### config.mk
export PLATFORM = sky130hd
export DESIGN_NAME = ratio_clk_ctrl
export DESIGN_NICKNAME = d
export VERILOG_FILES = /design/src/rtl/ratio_clk_pkg.sv /design/src/rtl/ratio_clk_edge_det.sv /design/src/rtl/ratio_clk_ctrl.sv
export SDC_FILE = /design/constraint.sdc
export NUM_CORES = 1
export LEC_CHECK = 0
export ABC_AREA = 1
export ABC_CLOCK_PERIOD_IN_PS = 4200
export CAP_MARGIN = 20
export CORE_ASPECT_RATIO = 1.5
export CORE_MARGIN = 2
export CORE_UTILIZATION = 50
export CTS_CLUSTER_SIZE = 8
export DETAILED_ROUTE_END_ITERATION = 6
export GPL_ROUTABILITY_DRIVEN = 0
export GPL_TIMING_DRIVEN = 0
export PLACE_DENSITY = 0.76
export SYNTH_ARGS = -nofsm -noshare
export SYNTH_HDL_FRONTEND = slang
export SYNTH_SLANG_ARGS = --single-unit
### constraint.sdc
create_clock -name clk_i -period 4.2 [get_ports clk_i]
set_input_delay 0.42 -clock clk_i [delete_from_list [all_inputs] [get_ports clk_i]]
set_output_delay 0.42 -clock clk_i [all_outputs]
set_load 0.02 [all_outputs]
### src/rtl/ratio_clk_pkg.sv
// Shared types and helpers for the ratio clock controller.
// Holds the state encoding, the watchdog width function and the ramp direction constants.
package ratio_clk_pkg;

    typedef enum logic [1:0] {
        ST_OFF  = 2'd0,
        ST_RUN  = 2'd1,
        ST_SLEW = 2'd2,
        ST_STOP = 2'd3
    } state_t;

    localparam logic STEP_UP = 1'b1;
    localparam logic STEP_DN = 1'b0;

    // Wide enough to count one full generated-clock period at the slowest ratio.
    function automatic int wdog_w(input int rg);
        return (2 ** rg) + 1;
    endfunction

endpackage

### src/rtl/ratio_clk_edge_det.sv
// Falling-edge detector for the generated clock fed back on ratio_clk_i.
// Also hosts the watchdog counter, which restarts on every fall or on an external clear.
module ratio_clk_edge_det #(
    parameter int WDOG_W = 9
) (
    input  logic clk_i,
    input  logic arst_n_i,
    input  logic ratio_clk_i,
    input  logic wdog_clr,
    input  logic wdog_run,
    output logic fall,
    output logic wdog_tc
);

    localparam logic [WDOG_W-1:0] WDOG_LIMIT = {1'b1, {(WDOG_W-1){1'b0}}};
    localparam logic [WDOG_W-1:0] WDOG_ONE   = {{(WDOG_W-1){1'b0}}, 1'b1};

    logic              clk_q;
    logic [WDOG_W-1:0] wdog;

    assign fall    = clk_q & ~ratio_clk_i;
    assign wdog_tc = (wdog == WDOG_LIMIT);

    // Saturates at the limit so a late reaction by the FSM can never wrap it.
    always_ff @(posedge clk_i or negedge arst_n_i) begin
        if (!arst_n_i) begin
            clk_q <= 1'b0;
            wdog  <= '0;
        end else begin
            clk_q <= ratio_clk_i;
            if (wdog_clr || fall || !wdog_run)
                wdog <= '0;
            else if (wdog != WDOG_LIMIT)
                wdog <= wdog + WDOG_ONE;
        end
    end

endmodule

### src/rtl/ratio_clk_ctrl.sv
// Upstream controller for the ratio clock generator: accepts en/ratio requests and
// applies them only at safe points of the generated clock, optionally ramping the ratio.
//
// state | meaning
// OFF   | generator disabled, ready for a request
// RUN   | generator running at ratio_o, ready for a request
// SLEW  | moving ratio_o toward the target on generated-clock falls
// STOP  | waiting for the generated clock to be low before disabling
module ratio_clk_ctrl
    import ratio_clk_pkg::*;
#(
    parameter int                     RATIO_GRADE = 3,
    parameter bit                     STEP_MODE   = 1'b1,
    parameter logic [RATIO_GRADE-1:0] RESET_RATIO = '0
) (
    input  logic                   clk_i,
    input  logic                   arst_n_i,
    input  logic                   req_valid_i,
    output logic                   req_ready_o,
    input  logic                   req_en_i,
    input  logic [RATIO_GRADE-1:0] req_ratio_i,
    input  logic                   ratio_clk_i,
    output logic                   en_o,
    output logic [RATIO_GRADE-1:0] ratio_o,
    output logic                   busy_o,
    output logic                   done_o,
    output logic                   timeout_o
);

    localparam int                     WDOG_W    = wdog_w(RATIO_GRADE);
    localparam logic [RATIO_GRADE-1:0] RATIO_ONE = {{(RATIO_GRADE-1){1'b0}}, 1'b1};

    state_t                   state_q, state_d;
    logic [RATIO_GRADE-1:0]   tgt_ratio_q;
    logic [RATIO_GRADE-1:0]   ratio_d, step_val;
    logic                     en_d, apply_d, tmo_d;
    logic                     done_p, tmo_p;
    logic                     accept, fall, wdog_tc, wdog_clr, wdog_run, step_dir;

    assign accept   = req_valid_i & req_ready_o;
    assign wdog_clr = (state_d != state_q);
    assign wdog_run = (state_q == ST_SLEW) || (state_q == ST_STOP);
    assign step_dir = (tgt_ratio_q > ratio_o) ? STEP_UP : STEP_DN;

    ratio_clk_edge_det #(.WDOG_W(WDOG_W)) u_edge_det (
        .clk_i       (clk_i),
        .arst_n_i    (arst_n_i),
        .ratio_clk_i (ratio_clk_i),
        .wdog_clr    (wdog_clr),
        .wdog_run    (wdog_run),
        .fall        (fall),
        .wdog_tc     (wdog_tc)
    );

    // Compare before stepping so the ramp can neither overshoot nor wrap.
    always_comb begin
        step_val = tgt_ratio_q;
        if (STEP_MODE && (tgt_ratio_q != ratio_o))
            step_val = (step_dir == STEP_UP) ? ratio_o + RATIO_ONE : ratio_o - RATIO_ONE;
    end

    always_ff @(posedge clk_i or negedge arst_n_i) begin
        if (!arst_n_i)
            state_q <= ST_OFF;
        else
            state_q <= state_d;
    end

    always_comb begin
        state_d = state_q;
        case (state_q)
            ST_OFF:  if (accept && req_en_i) state_d = ST_RUN;
            ST_RUN:  if (accept) begin
                         if (!req_en_i)
                             state_d = ST_STOP;
                         else if (req_ratio_i != ratio_o)
                             state_d = ST_SLEW;
                     end
            ST_SLEW: if (fall) begin
                         if (step_val == tgt_ratio_q) state_d = ST_RUN;
                     end else if (wdog_tc) begin
                         state_d = ST_RUN;
                     end
            ST_STOP: if (!ratio_clk_i || wdog_tc) state_d = ST_OFF;
            default: state_d = ST_OFF;
        endcase
    end

    always_comb begin
        en_d    = en_o;
        ratio_d = ratio_o;
        apply_d = 1'b0;
        tmo_d   = 1'b0;
        case (state_q)
            ST_OFF:  if (accept) begin
                         en_d    = req_en_i;
                         ratio_d = req_ratio_i;
                         apply_d = 1'b1;
                     end
            ST_RUN:  if (accept && req_en_i && (req_ratio_i == ratio_o)) apply_d = 1'b1;
            ST_SLEW: if (fall) begin
                         ratio_d = step_val;
                         apply_d = (step_val == tgt_ratio_q);
                     end else if (wdog_tc) begin
                         ratio_d = tgt_ratio_q;
                         apply_d = 1'b1;
                         tmo_d   = 1'b1;
                     end
            ST_STOP: if (!ratio_clk_i || wdog_tc) begin
                         en_d    = 1'b0;
                         ratio_d = tgt_ratio_q;
                         apply_d = 1'b1;
                         tmo_d   = ratio_clk_i;
                     end
            default: ;
        endcase
    end

    // done/timeout trail the output update by one cycle so they mark a settled value.
    always_ff @(posedge clk_i or negedge arst_n_i) begin
        if (!arst_n_i) begin
            en_o        <= 1'b0;
            ratio_o     <= RESET_RATIO;
            tgt_ratio_q <= RESET_RATIO;
            req_ready_o <= 1'b1;
            busy_o      <= 1'b0;
            done_p      <= 1'b0;
            tmo_p       <= 1'b0;
            done_o      <= 1'b0;
            timeout_o   <= 1'b0;
        end else begin
            en_o        <= en_d;
            ratio_o     <= ratio_d;
            if (accept)
                tgt_ratio_q <= req_ratio_i;
            req_ready_o <= (state_d == ST_OFF) || (state_d == ST_RUN);
            busy_o      <= (state_d == ST_SLEW) || (state_d == ST_STOP);
            done_p      <= apply_d;
            tmo_p       <= tmo_d;
            done_o      <= done_p;
            timeout_o   <= tmo_p;
        end
    end

endmodule

==> results.py <==
metrics = {
    "sta": {
        "slew_violations": 0,
        "worst_pin_slew_ns": 0.418,
        "fin_setup_tns_ns": 0,
        "final-setup-viol-count": 0,
        "slew_headroom_pct": 72.1,
        "hold_viol_final": 0,
        "skew_ns": 0.00386,
        "rsz0062_at_grt": "no",
        "max_freq_ghz": 0.389,
        "fin_crit_sh_pct": 61.2,
        "fin_crit_ns": 2.57,
    },
    "finish": {
        "antennaDiodeCount": 0,
        "nNetsFinal": 222,
        "final_core_util_pct": 61.5,
        "areaGrowthSynthToFinish_pct": 17.9,
        "drive_above_1_share_pct": 17.9,
    },
    "worst_setup_path": {
        "crit_fanout": 9,
        "end_kind": "flip-flop",
        "reg2reg_depth": 16,
        "crit_chain": "inv_2, ha_1, a21oi_2, a21oi_1, fa_1, inv_1, nand2_1, nand2_1, nand3_1, nand2_2, nand3_2, nand3_2, nand3_2, nand2_4, nand2_8, nor2_2",
        "arrival_ns": 2.77,
        "worstSetupPathType": "reg2reg",
        "crit_slowest_cell": "dfrtp_1",
        "cpMostUsedCell": "nand3_2",
        "reg2reg_from": "ratio_o[2]",
        "rrSetupSlack_ns": 1.63,
        "cp.required_ns": 4.40,
        "rr_endpoint": "u_edge_det.wdog[3]",
        "start_kind": "flip-flop",
        "slowest_delay_ns": 0.42,
    },
    "floorplan": {
        "die_w_um": 49.0,
        "num_rows": 24,
        "dieArea_sq_um": 3500,
        "initial_core_util_pct": 52.1,
        "ios": 16,
        "core_sq_um": 2910,
        "dieHeight_um": 71.5,
    },
    "hold_path": {
        "worstHoldEndpoint": "timeout_o",
        "min-delay-start": "tmo_p",
        "min_path_type": "reg2reg",
        "worstHoldPathCells": 0,
    },
    "clock_tree": {
        "postCtsSetupRepairBufs": 0,
        "cts_tree": "yes",
        "root_buffer": "clkbuf_8",
        "clk_pin_slew_ns": 0.08,
        "clock-sinks": 25,
        "cts_made_buffers": 3,
        "htree_levels": 1,
        "clk_latency_ns": 0.27,
        "cts_resized": 0,
        "postCtsHoldBufs": 0,
        "cts_buffer_depth": 2,
    },
    "route": {
        "initialDrtViolationCount": 28,
        "drtAntennaViolNets": 0,
        "post_drt_wl_per_cell_um": 12.7,
        "drc": 0,
        "via_count": 1273,
        "avgViaCountPerCell": 5.17,
        "totalWireLength_um": 3110,
        "drt-pass1-iter-count": 4,
    },
    "run": {
        "cap_violations": 0,
    },
    "synthesis": {
        "syn_avg_cell_area_sq_um": 8.12,
        "async_flop_share_pct": 100,
        "synth_fp_nets": 201,
        "synth_common_cells": "32 x nand2_1, 25 x inv_1, 24 x dfrtp_1",
        "synth_largest_area_cell": "dfrtp_1",
        "yosysWarnings": 0,
        "synth_ff_type": "dfrtp_1",
        "synthesis.instances": 187,
        "synth-seq-area-share_pct": 41.3,
        "yosysUniqueCellTypes": 32,
        "synth_top_area_share_pct": 39.5,
        "post-synth-top-count-cell": "nand2_1",
        "synth_edf_count": 0,
        "ys_seq_elements": 25,
        "netlist_area_sq_um": 1520,
        "synth.area.top_cells": "dfrtp_1 40%, nand2_1 7.9%, inv_1 6.2%, nor2_2 4.9%, ha_1 4.1%",
    },
    "outcome": {
        "status": "finished, final reports clean",
    },
    "power": {
        "power_frac_comb_pct": 59.5,
        "pwr-share-clk_pct": 11.2,
        "ir_worst_vdd_mv": 0.435,
        "p_sw_w": 0.000593,
        "p_per_area_nw_per_um2": 702,
        "p_int_w": 0.000664,
        "switching_share_pct": 47.2,
        "p_leak_nw": 0.821,
        "seqPwrFrac_pct": 29.2,
    },
    "grt": {
        "grt_pass1_wl_um": 5490,
        "antenna_found_initial": 0,
        "grt-ovfl-total": 0,
        "grt_pass1_vias": 1258,
        "grt_max_degree": 26,
        "grt_usage_pct": 20.0,
    },
    "placement": {
        "numPortBuffers": 15,
        "hpwl_um": 2470,
    },
}
-- placed cells by master (no fill, tap or decap), drive strengths merged --
cell / instances
a21boi: 1
a21oi: 10
a22oi: 1
a31oi: 1
buf: 1
clkbuf: 4
clkdlybuf4s50: 15
clkinv: 1
dfrtp: 24
dfstp: 1
fa: 1
ha: 5
inv: 32
nand2: 37
nand3: 16
nand3b: 1
nand4: 1
nor2: 28
nor3: 2
o21ai: 13
o221ai: 1
o22ai: 1
o41ai: 1
xnor2: 5
xor2: 4
-- per-stage QoR --
step / instance area [sq um] / total power (W) / std cells / worst slack [ns] / hold slack, ns
after floorplan: 1520 / 0.000915 / 187 / 1.75 / 0.124
after global placement: 1720 / 0.00108 / 241 / 1.72 / 0.335
after detailed placement: 1720 / 0.00111 / 241 / 1.63 / 0.339
after CTS: 1760 / 0.00126 / 245 / 1.60 / 0.360
after global routing: 1790 / 0.00136 / 246 / 1.36 / 0.370
final: 1790 / 0.00126 / 246 / 1.63 / 0.358
-- registers in the layout, indices dropped and copies added, names as in the netlist --
signal            count
busy_o                1
done_p                1
u_edge_det.clk_q      1
req_ready_o           1
tmo_p                 1
tgt_ratio_q           3
en_o                  1
u_edge_det.wdog       9
ratio_o               3
done_o                1
timeout_o             1
state_q               2
-- worst max path at each step --
stage	start	to	slack, ns	cells past startpoint
final	ratio_o[2]	u_edge_det.wdog[3]	1.63	16
after floorplan	ratio_o[2]	u_edge_det.wdog[7]	1.75	17
after global placement	ratio_o[2]	u_edge_det.wdog[3]	1.72	16
after CTS	ratio_o[2]	u_edge_det.wdog[3]	1.60	16
after global routing	ratio_o[2]	u_edge_det.wdog[2]	1.36	17
after detailed placement	ratio_o[2]	u_edge_det.wdog[3]	1.63	16
-- kinds of logic (layout without fill, tap and decap cells) --
group                      count (synthesis)  in the layout  synth area share (%)
buffers and inverters                     33             53                  8.15
and+or+nand+nor                           85             85                  28.9
adders and majority gates                  6              6                  5.44
AOI/OAI and AO/OA                         29             29                  11.0
DFF                                       25             25                  41.3
xor gates and xnor gates                   9              9                  5.19
-- worst max-delay path: cells and delay by family (launching register included) --
family,cells,cell delay (ns)
buffers and inverters,2,0.14
DFF,1,0.42
adders and majority gates,2,0.76
and+or+nand+nor,10,0.87
AOI/OAI and AO/OA,2,0.31
-- power by group through the flow --
stage | clock [W] | combinational, W | sequential [W]
2_1_floorplan | 0 | 0.000517 | 0.000398
3_3_place_gp | 0 | 0.000713 | 0.000368
3_5_place_dp | 0 | 0.000740 | 0.000371
4_1_cts | 0.000146 | 0.000745 | 0.000366
5_1_grt | 0.000156 | 0.000835 | 0.000374
6_report | 0.000141 | 0.000748 | 0.000367
-- final cells by class --
type / instances / area, sq um
Inverter: 33 / 124
Timing Repair Buffer: 16 / 178
Tap cell: 39 / 48.8
Sequential cell: 25 / 627
Multi-Input combinational cell: 129 / 768
Clock buffer: 4 / 45.0
Fill cell: 264 / 1120
-- routing by layer --
metal  wire length, um  share of wire (%)  up-vias  track usage (%)
li1                  -                  -      635                -
met1              1310                 42      595             24.0
met2              1630                 52       32             35.0
met3                66                2.1       11             2.29
met4               110                3.5        0             10.8
met5                 0                  0        -                0
(Power assumes the default switching activity.)
